<file path="config.mk">
export PLATFORM = sky130hd
export DESIGN_NAME = spi_e48_responder
export DESIGN_NICKNAME = d
export VERILOG_FILES = /design/src/rtl/spi_e48_responder.sv
export SDC_FILE = /design/constraint.sdc
export NUM_CORES = 1
export LEC_CHECK = 0
export CAP_MARGIN = 25
export CORE_AREA = 2 2 84 86
export CTS_CLUSTER_DIAMETER = 120
export DETAILED_ROUTE_END_ITERATION = 8
export DIE_AREA = 0 0 86 88
export GPL_ROUTABILITY_DRIVEN = 0
export SLEW_MARGIN = 20
export SYNTH_ARGS = -nofsm -noshare
export SYNTH_HDL_FRONTEND = slang
export SYNTH_SLANG_ARGS = --single-unit
</file>
<file path="constraint.sdc">
create_clock -name clk -period 3.3 [get_ports clk]
set_input_delay 0.495 -clock clk [delete_from_list [all_inputs] [get_ports clk]]
set_output_delay 0.495 -clock clk [all_outputs]
set_load 0.005 [all_outputs]
</file>
<file path="src/rtl/spi_e48_responder.sv">
// SPI mode-0 target emulating the read side of a 25AA02E48 EUI-48 EEPROM.
// All SPI pins are synchronised into clk; READ streams MAC/FILL bytes, RDSR streams STATUS.
module spi_e48_responder #(
    parameter logic [47:0] MAC    = 48'h0004A3_000001,
    parameter logic [7:0]  FILL   = 8'hFF,
    parameter logic [7:0]  STATUS = 8'h00
) (
    input  logic clk,
    input  logic reset,
    input  logic spi_clk,
    input  logic e48_csl,
    input  logic e48_hold,
    input  logic mosi,
    output logic miso,
    output logic miso_oe,
    output logic busy
);

    typedef enum logic [2:0] {
        ST_IDLE,
        ST_CMD,
        ST_ADDR,
        ST_DATA,
        ST_STAT,
        ST_IGNORE
    } state_t;

    localparam logic [7:0] CMD_READ = 8'h03;
    localparam logic [7:0] CMD_RDSR = 8'h05;

    logic       r_sclk_s1, r_sclk_s2, r_sclk_s3;
    logic       r_csl_s1, r_csl_s2;
    logic       r_hold_s1, r_hold_s2;
    logic       r_mosi_s1, r_mosi_s2;

    state_t     r_state, w_state_nxt;
    logic [2:0] r_bit_cnt;
    logic [7:0] r_rx_sr;
    logic [7:0] r_tx_sr;
    logic [7:0] r_addr;

    logic       w_cs_active, w_edge_ok, w_active;
    logic       w_rise_en, w_fall_en, w_byte_done;
    logic [7:0] w_rx_byte, w_addr_inc;

    function automatic logic [7:0] f_byte(input logic [7:0] a);
        case (a)
            8'hFA:   return MAC[47:40];
            8'hFB:   return MAC[39:32];
            8'hFC:   return MAC[31:24];
            8'hFD:   return MAC[23:16];
            8'hFE:   return MAC[15:8];
            8'hFF:   return MAC[7:0];
            default: return FILL;
        endcase
    endfunction

    // Inactive levels on reset so no phantom CS or clock edge appears after release.
    always_ff @(posedge clk or posedge reset) begin
        if (reset) begin
            r_sclk_s1 <= 1'b0;
            r_sclk_s2 <= 1'b0;
            r_sclk_s3 <= 1'b0;
            r_csl_s1  <= 1'b1;
            r_csl_s2  <= 1'b1;
            r_hold_s1 <= 1'b1;
            r_hold_s2 <= 1'b1;
            r_mosi_s1 <= 1'b0;
            r_mosi_s2 <= 1'b0;
        end else begin
            // NOTE: non-blocking assignments make each stage sample the previous stage's old value.
            r_sclk_s1 <= spi_clk;
            r_sclk_s2 <= r_sclk_s1;
            r_sclk_s3 <= r_sclk_s2;
            r_csl_s1  <= e48_csl;
            r_csl_s2  <= r_csl_s1;
            r_hold_s1 <= e48_hold;
            r_hold_s2 <= r_hold_s1;
            r_mosi_s1 <= mosi;
            r_mosi_s2 <= r_mosi_s1;
        end
    end

    assign w_cs_active = ~r_csl_s2;
    assign w_edge_ok   = w_cs_active & r_hold_s2;
    assign w_active    = (r_state == ST_CMD)  || (r_state == ST_ADDR) ||
                         (r_state == ST_DATA) || (r_state == ST_STAT);
    assign w_rise_en   = w_edge_ok & w_active & r_sclk_s2 & ~r_sclk_s3;
    assign w_fall_en   = w_edge_ok & w_active & ~r_sclk_s2 & r_sclk_s3;
    assign w_byte_done = w_rise_en & (r_bit_cnt == 3'd7);
    assign w_rx_byte   = {r_rx_sr[6:0], r_mosi_s2};
    assign w_addr_inc  = r_addr + 8'd1;

    always_ff @(posedge clk or posedge reset) begin
        if (reset) r_state <= ST_IDLE;
        else       r_state <= w_state_nxt;
    end

    always_comb begin
        // NOTE: default first so every path assigns w_state_nxt and no latch is inferred.
        w_state_nxt = r_state;
        if (!w_cs_active) begin
            w_state_nxt = ST_IDLE;
        end else begin
            case (r_state)
                ST_IDLE: w_state_nxt = ST_CMD;
                ST_CMD: if (w_byte_done) begin
                    if (w_rx_byte == CMD_READ)      w_state_nxt = ST_ADDR;
                    else if (w_rx_byte == CMD_RDSR) w_state_nxt = ST_STAT;
                    else                            w_state_nxt = ST_IGNORE;
                end
                ST_ADDR: if (w_byte_done) w_state_nxt = ST_DATA;
                default: w_state_nxt = r_state;
            endcase
        end
    end

    // Deasserting CS clears all per-transfer state so an aborted byte leaves nothing behind.
    always_ff @(posedge clk or posedge reset) begin
        if (reset) begin
            r_bit_cnt <= 3'd0;
            r_rx_sr   <= 8'd0;
            r_tx_sr   <= 8'd0;
            r_addr    <= 8'd0;
            miso      <= 1'b0;
        end else if (!w_cs_active) begin
            r_bit_cnt <= 3'd0;
            r_rx_sr   <= 8'd0;
            r_tx_sr   <= 8'd0;
        end else if (w_rise_en) begin
            r_rx_sr   <= w_rx_byte;
            r_bit_cnt <= r_bit_cnt + 3'd1;
            if (w_byte_done) begin
                case (r_state)
                    ST_CMD:  if (w_rx_byte == CMD_RDSR) r_tx_sr <= STATUS;
                    ST_ADDR: begin
                        r_addr  <= w_rx_byte;
                        r_tx_sr <= f_byte(w_rx_byte);
                    end
                    ST_DATA: begin
                        r_addr  <= w_addr_inc;
                        r_tx_sr <= f_byte(w_addr_inc);
                    end
                    ST_STAT: r_tx_sr <= STATUS;
                    default: r_tx_sr <= r_tx_sr;
                endcase
            end
        end else if (w_fall_en) begin
            miso    <= r_tx_sr[7];
            r_tx_sr <= {r_tx_sr[6:0], 1'b0};
        end
    end

    assign miso_oe = w_edge_ok & ((r_state == ST_DATA) || (r_state == ST_STAT));
    assign busy    = (r_state != ST_IDLE) && (r_state != ST_IGNORE);

endmodule

</file>
==> results of run 1 <==
-- worst reg2reg max path: cells and delay by family, from the launching register on --
| kind | cells | cell delay [ns] |
|---|---|---|
| flip-flops | 1 | 0.54 |
| AND/OR/NAND/NOR | 3 | 1.21 |
| AO/OA/AOI/OAI | 2 | 0.66 |
-- sequential cells by signal, summed over array words and instances, names as in the netlist, 3 cells and up --
name	flops
r_tx_sr	8
r_bit_cnt	3
r_addr	8
r_state	3
r_rx_sr	7
-- power by group through the flow --
stage | sequential (W) | clock [W] | combinational, W
finish | 0.000499 | 0.000334 | 0.0000446
global route | 0.000501 | 0.000367 | 0.0000510
CTS | 0.000499 | 0.000345 | 0.0000460
detailed placement | 0.000508 | 0 | 0.0000459
global placement | 0.000508 | 0 | 0.0000451
floorplan | 0.000503 | 0 | 0.0000359
-- final timing paths --
check | startpoint | to | slack, ns
worst max-delay path | r_hold_s2 | r_tx_sr[5] | 0.76
worst min-delay path | r_sclk_s1 | r_sclk_s2 | 0.35
worst max register to register | r_hold_s2 | r_tx_sr[5] | 0.76
worst min register to register | r_sclk_s1 | r_sclk_s2 | 0.35
max in group asynchronous | reset | r_hold_s1 | 2.33
min in group asynchronous | reset | miso | 0.61
-- layout by cell type, fill, tap and decap left out, types with 2 or more instances in the layout --
master,netlist,layout
nand2_1,35,35
dfrtp_1,35,35
o21ai_0,21,21
nor2_1,19,19
a21oi_1,13,13
inv_1,8,8
clkdlybuf4s50_1,0,8
nand4_1,7,7
nand3_1,7,7
nor3_1,7,7
ha_1,7,7
nor2b_1,6,6
or3_1,5,5
o211ai_1,5,5
clkbuf_8,0,5
o41ai_1,4,4
dfstp_2,4,4
and3b_1,3,3
xor2_1,3,3
o22ai_1,3,3
nor3b_1,3,3
or4b_1,3,3
o31ai_1,3,3
buf_4,1,3
and4_1,2,2
a21boi_0,2,2
mux2i_1,2,2
a211oi_1,2,2
a21o_1,2,2
clkinvlp_4,0,2
-- through the flow --
step                      worst slack [ns]  utilization [%]
final                                0.763             37.0
after global routing                 0.570             37.0
after CTS                            0.797             37.0
after detailed placement             0.830             35.6
after global placement               0.872             35.6
after floorplan                       1.25                -
-- synthesized netlist by cell type, types with 2 or more instances --
cell	count	area share [%]
a211oi_1	2	0.67
a21boi_0	2	0.67
a21o_1	2	0.67
a21oi_1	13	2.9
and3b_1	3	1.2
and4_1	2	0.78
buf_1	2	0.33
buf_2	3	0.67
buf_6	2	1.0
clkbuf_1	9	1.5
dfrtp_1	35	39
dfstp_2	4	4.7
ha_1	7	3.9
inv_1	8	1.3
mux2i_1	2	0.89
nand2_1	35	5.8
nand3_1	7	1.6
nand4_1	7	1.9
nor2_1	19	3.2
nor2b_1	6	1.7
nor3_1	7	1.6
nor3b_1	3	1.0
o211ai_1	5	1.7
o21ai_0	21	4.7
o22ai_1	3	0.83
o31ai_1	3	1.0
o41ai_1	4	1.6
or3_1	5	1.4
or4b_1	3	1.3
xor2_1	3	1.2
-- area by class of cell --
type / instances / share of cell area (%)
Clock inverter: 3 / 0.967
Clock buffer: 5 / 2.80
Tap cell: 80 / 4.07
Inverter: 8 / 1.22
Multi-Input combinational cell: 186 / 46.8
Timing Repair Buffer: 11 / 4.18
Sequential cell: 39 / 39.9
-- per-layer routing --
metal | global-route usage [%] | vias up
met5 | 0 | -
met4 | 4.33 | 0
met3 | 2.83 | 5
met2 | 20.2 | 27
met1 | 19.0 | 839
li1 | - | 909
-- logic make-up (layout without fill, tap and decap cells) --
logic type,after synthesis,in the layout
buffers and inverters,25,27
DFF,39,39
muxes,3,3
adders and majority gates,7,7
and+or+nand+nor,104,104
xor gates and xnor gates,4,4
AOI/OAI and AO/OA,68,68
==> out/qor.yml, run 1 <==
worst_setup_path:
  critPathTopFamily: "simple AND/OR/NAND/NOR gates"
  arrival_ns: 2.71
  worstPathMaxFanout: 19
  worstSetupStartpointType: "flip-flop"
  reg2reg_depth: 5
  critPathSlowestCell: "a22o_1"
  crit_chain: "nor4bb_1 -> and3_1 -> a22o_1 -> or4b_1 -> o211ai_1"
  critPathCaptureType: "flip-flop"
  critPathMaxStageDelay_ns: 0.57
  cp.required_ns: 3.47
  critical_path_depth: 5
  crit_type: "reg2reg"
  crit_buf_inv: 0
power_and_ir_drop:
  p_switching_w: 0.000219
  internal_power_w: 0.000659
  ir_drop_v: 0.000247
  swShare_pct: 24.9
  p_per_area_mw_per_mm2: 357
  combPwrFrac_pct: 5.1
  clockPowerShare_pct: 38.0
  fin_total_pwr_w: 0.000878
  cellLeakagePower_nw: 0.966
  p_seq_share_pct: 56.9
timing:
  maxSlewHeadroom_pct: 54.0
  finClkSkew_ns: 0.00732
  setup_viol: 0
  worst_pin_slew_ns: 0.688
  fin_tns_setup_ns: 0
  post-route-period-util_pct: 76.9
  fmax_ghz: 0.394
  hold_ws_ns: 0.353
  rsz0062_at_grt: "false"
  min_period_ns: 2.54
  finalMaxSlewViolations: 0
  hold_viol: 0
route:
  routed_via_density: 5.36
  routed_wl_mm: 4.64
  drt_iter0_drc: 145
  top_layer_used: "met4"
  wire_per_inst_um: 14.0
  wl_met2_mm: 2.10
  vias: 1780
  met1_length_mm: 2.38
  met3RoutedLength_um: 120
  ant_nets: 0
  drc: 0
  drt-pass1-iter-count: 4
placed_design:
  placedCellCount: 324
  place_area_mm2: 0.00236
  io_buffers: 8
  dp_hpwl_mm: 3.19
die:
  die_area_mm2: 0.00757
  start_util_pct: 33.8
  die_x_um: 86
  core_area_mm2: 0.00664
  die_y_um: 88
  rows: 30
  boundaryPins: 9
cts:
  hold_buffers: 0
  cts_resized: 0
  clkSinkCount: 39
  cts_root_buffer: "clkbuf_8"
  clk_pin_slew_ns: 0.08
  cts_inserted_buffers: 5
  cts_buffer_depth: 2
  clk_latency_ns: 0.29
  post_cts_buffers: 0
  cts_max_level: 2
  cts_tree: "yes"
synthesis:
  synth_compound_area_share_pct: 20.4
  synth_cells: 250
  synth_fa_ha_area_share_pct: 3.90
  synth_mux_area_share_pct: 1.39
  synth_edf_count: 0
  synthDistinctLibCells: 53
  ys.warnings.count: 0
  ys_ff_latch: 39
  synth-simple-area-share_pct: 24.0
  synth_top_family_by_area: "simple AND/OR/NAND/NOR gates"
  syn_area_per_cell_um2: 8.99
  synth_xor_area_share_pct: 1.56
  synth_seq_area_share_pct: 43.6
  async_flop_share_pct: 100
  syn-num-nets: 263
  ys.flop_type: "dfrtp_1"
  synth_area_mm2: 0.00225
hold_path:
  hold_path_class: "reg2reg"
  hold_depth: 0
finish:
  area_growth_pct: 9.29
  drive_above_1_share_pct: 7.54
  antenna_cells: 0
  final_area_mm2: 0.00246
  multi_input_area_mm2: 0.00115
  final-instance-count-excl-fill: 332
  fillers: 675
  nets: 264
  regArea_um2: 981
global_route:
  grt_max_degree: 40
  grt_remaining_overflow: 0
  grt_pass1_vias: 1571
  grt_pass1_wl_mm: 7.93
  grtUsageTotal_pct: 13.3
  antenna_found_initial: 0
status:
  status: "completed"
flow_run:
  drv_cap: 0
No activity file was read; power rests on OpenSTA's default activity.
==> run 2: changes to the inputs <==
==> constraint.sdc (replaced) <==
create_clock -name clk -period 2.6 [get_ports clk]
set_input_delay 0.39 -clock clk [delete_from_list [all_inputs] [get_ports clk]]
set_output_delay 0.39 -clock clk [all_outputs]
set_load 0.005 [all_outputs]
==> run 2 against run 1 <==
Effect of this change:
- die area is the same
- first-iteration DRC count shrank 23%
- worst setup slack lost 0.52 ns
- non-clock buffer count grew 6
- clock skew grew 0.0028 ns
- clock power grew 25%
- register-to-register slack lost 0.52 ns
- worst hold slack gained 0.0015 ns
- routed wire length shrank 0.84%
- fmax grew 7.5%
- sequential power grew 27%
- core utilization grew 0.68 points
- largest cell class unchanged
- highest routed layer unchanged
==> out/qor.yml, run 2 (synthesized netlist as in run 1, its figures left out) <==
flow_run:
  drv_cap: 0  # unchanged
finish:
  most-common-layout-cells: "35 x nand2_1, 35 x dfrtp_1, 21 x o21ai_0, 19 x nor2_1, 13 x a21oi_1"
  area_growth_pct: 11.3
  top_regs: "r_addr x8, r_tx_sr x8, r_rx_sr x7"
  post-route-util_pct: 37.7  # +0.68 points
  fillers: 667  # -1.2%
  drive_above_1_share_pct: 9.69  # +2.2 points
  nets: 270  # +2.3%
  antenna_cells: 0  # unchanged
  regArea_um2: 981  # unchanged
  multi_input_area_mm2: 0.00115  # unchanged
  final_area_mm2: 0.00250  # +1.8%
timing:
  hold_ws_ns: 0.354  # +0.00146 ns
  setup_viol: 0  # unchanged
  worst_pin_slew_ns: 0.499  # -0.189 ns
  post-route-period-util_pct: 90.7  # +14 points
  fin_tns_setup_ns: 0  # unchanged
  finalMaxSlewViolations: 0  # unchanged
  rsz0062_at_grt: "false"
  hold_viol: 0  # unchanged
  fmax_ghz: 0.424  # +7.5%
  worst_slack_ns: 0.241  # -0.522 ns
  maxSlewHeadroom_pct: 66.7  # +13 points
  min_period_ns: 2.36  # -0.178 ns
  finClkSkew_ns: 0.0101  # +0.00282 ns
worst_setup_path:
  worstPathMaxFanout: 15  # -4
  worstSetupStartpointType: "flip-flop"
  crit_type: "reg2reg"
  cp.required_ns: 2.81  # -0.66 ns
  critPathCaptureType: "flip-flop"
  arrival_ns: 2.56  # -0.15 ns
placed_design:
  dp_hpwl_mm: 3.25  # +1.8%
  place_area_mm2: 0.00241  # +1.9%
  pre_cts_ws_ns: 0.285  # -0.545 ns
  io_buffers: 8  # unchanged
cts:
  cts_max_level: 2  # unchanged
  clkSinkCount: 39  # unchanged
  hold_buffers: 0  # unchanged
  cts_buffer_depth: 2  # unchanged
  post_cts_buffers: 0  # unchanged
  cts_resized: 0  # unchanged
  cts_inserted_buffers: 5  # unchanged
  cts_tree: "yes"
  clk_pin_slew_ns: 0.08  # about the same
  cts_root_buffer: "clkbuf_8"
  clk_latency_ns: 0.29  # about the same
die:
  die_x_um: 86  # unchanged
  die_y_um: 88  # unchanged
  die_area_mm2: 0.00757  # unchanged
  start_util_pct: 33.8  # unchanged
  core_area_mm2: 0.00664  # unchanged
  rows: 30  # unchanged
  boundaryPins: 9  # unchanged
route:
  drt_iter0_drc: 112  # -23%
  routed_via_density: 5.23  # -2.4%
  ant_nets: 0  # unchanged
  routed_wl_mm: 4.60  # -0.84%
  drt-pass1-iter-count: 6  # +2
  wire_per_inst_um: 13.6  # -2.6%
  drc: 0  # unchanged
  vias: 1769  # -0.62%
global_route:
  grtUsageTotal_pct: 12.9  # -0.42 points
  grt_pass1_wl_mm: 7.77  # -2.0%
  antenna_found_initial: 0  # unchanged
  grt_pass1_vias: 1623  # +3.3%
  grt_remaining_overflow: 0  # unchanged
  grt_max_degree: 40  # unchanged
hold_path:
  hold_path_class: "reg2reg"
status:
  status: "completed"
power_and_ir_drop:
  ir_drop_v: 0.000333  # +35%
  p_per_area_mw_per_mm2: 443  # +24%
  cellLeakagePower_nw: 0.996  # +3.1%
run 2: path summary, 6_finish.rpt:
kind | start | to | slack, ns | cells past startpoint
min | r_sclk_s1 | r_sclk_s2 | 0.35 | 0
min in group asynchronous | reset | r_bit_cnt[1] | 0.53 | 3
min reg2reg | r_sclk_s1 | r_sclk_s2 | 0.35 | 0
max reg2reg | r_state[1] | r_tx_sr[5] | 0.24 | 5
max | r_state[1] | r_tx_sr[5] | 0.24 | 5
max in group asynchronous | reset | r_csl_s2 | 1.71 | 3
run 2: critical path, stage by stage (launching register included):
cell and delay [ns]:
dfrtp_1 0.50, or3_4 0.44, and3_1 0.30, a22o_1 0.38, or4b_1 0.55, o211ai_1 0.10
run 2: layer usage:
metal,global-route usage [%],share of wire (%),routed length (um),vias up
met5,0,0,0,-
met4,4.33,0.54,25,0
met3,2.26,2.4,112,2
met2,20.5,46,2120,21
met1,17.9,51,2340,826
li1,-,-,-,920
run 2: cell type report:
type	instances	area share, %
inverter	8	1.20
multi-input combinational	186	46.0
timing repair buffer	17	5.90
clock buffer	5	2.75
sequential	39	39.2
tap	80	4.00
clock inverter	3	0.950
run 2: metrics by stage:
step | power (W) | instances
after global routing | 0.00116 | 338
after detailed placement | 0.000707 | 330
after global placement | 0.000705 | 330
after floorplan | 0.000684 | 250
final | 0.00111 | 338
after CTS | 0.00113 | 338
run 2: where the power goes:
part           switching (W)  total [W]  internal [W]
sequential         0.0000122   0.000634      0.000621
combinational      0.0000344  0.0000602     0.0000258
clock               0.000224   0.000416      0.000192
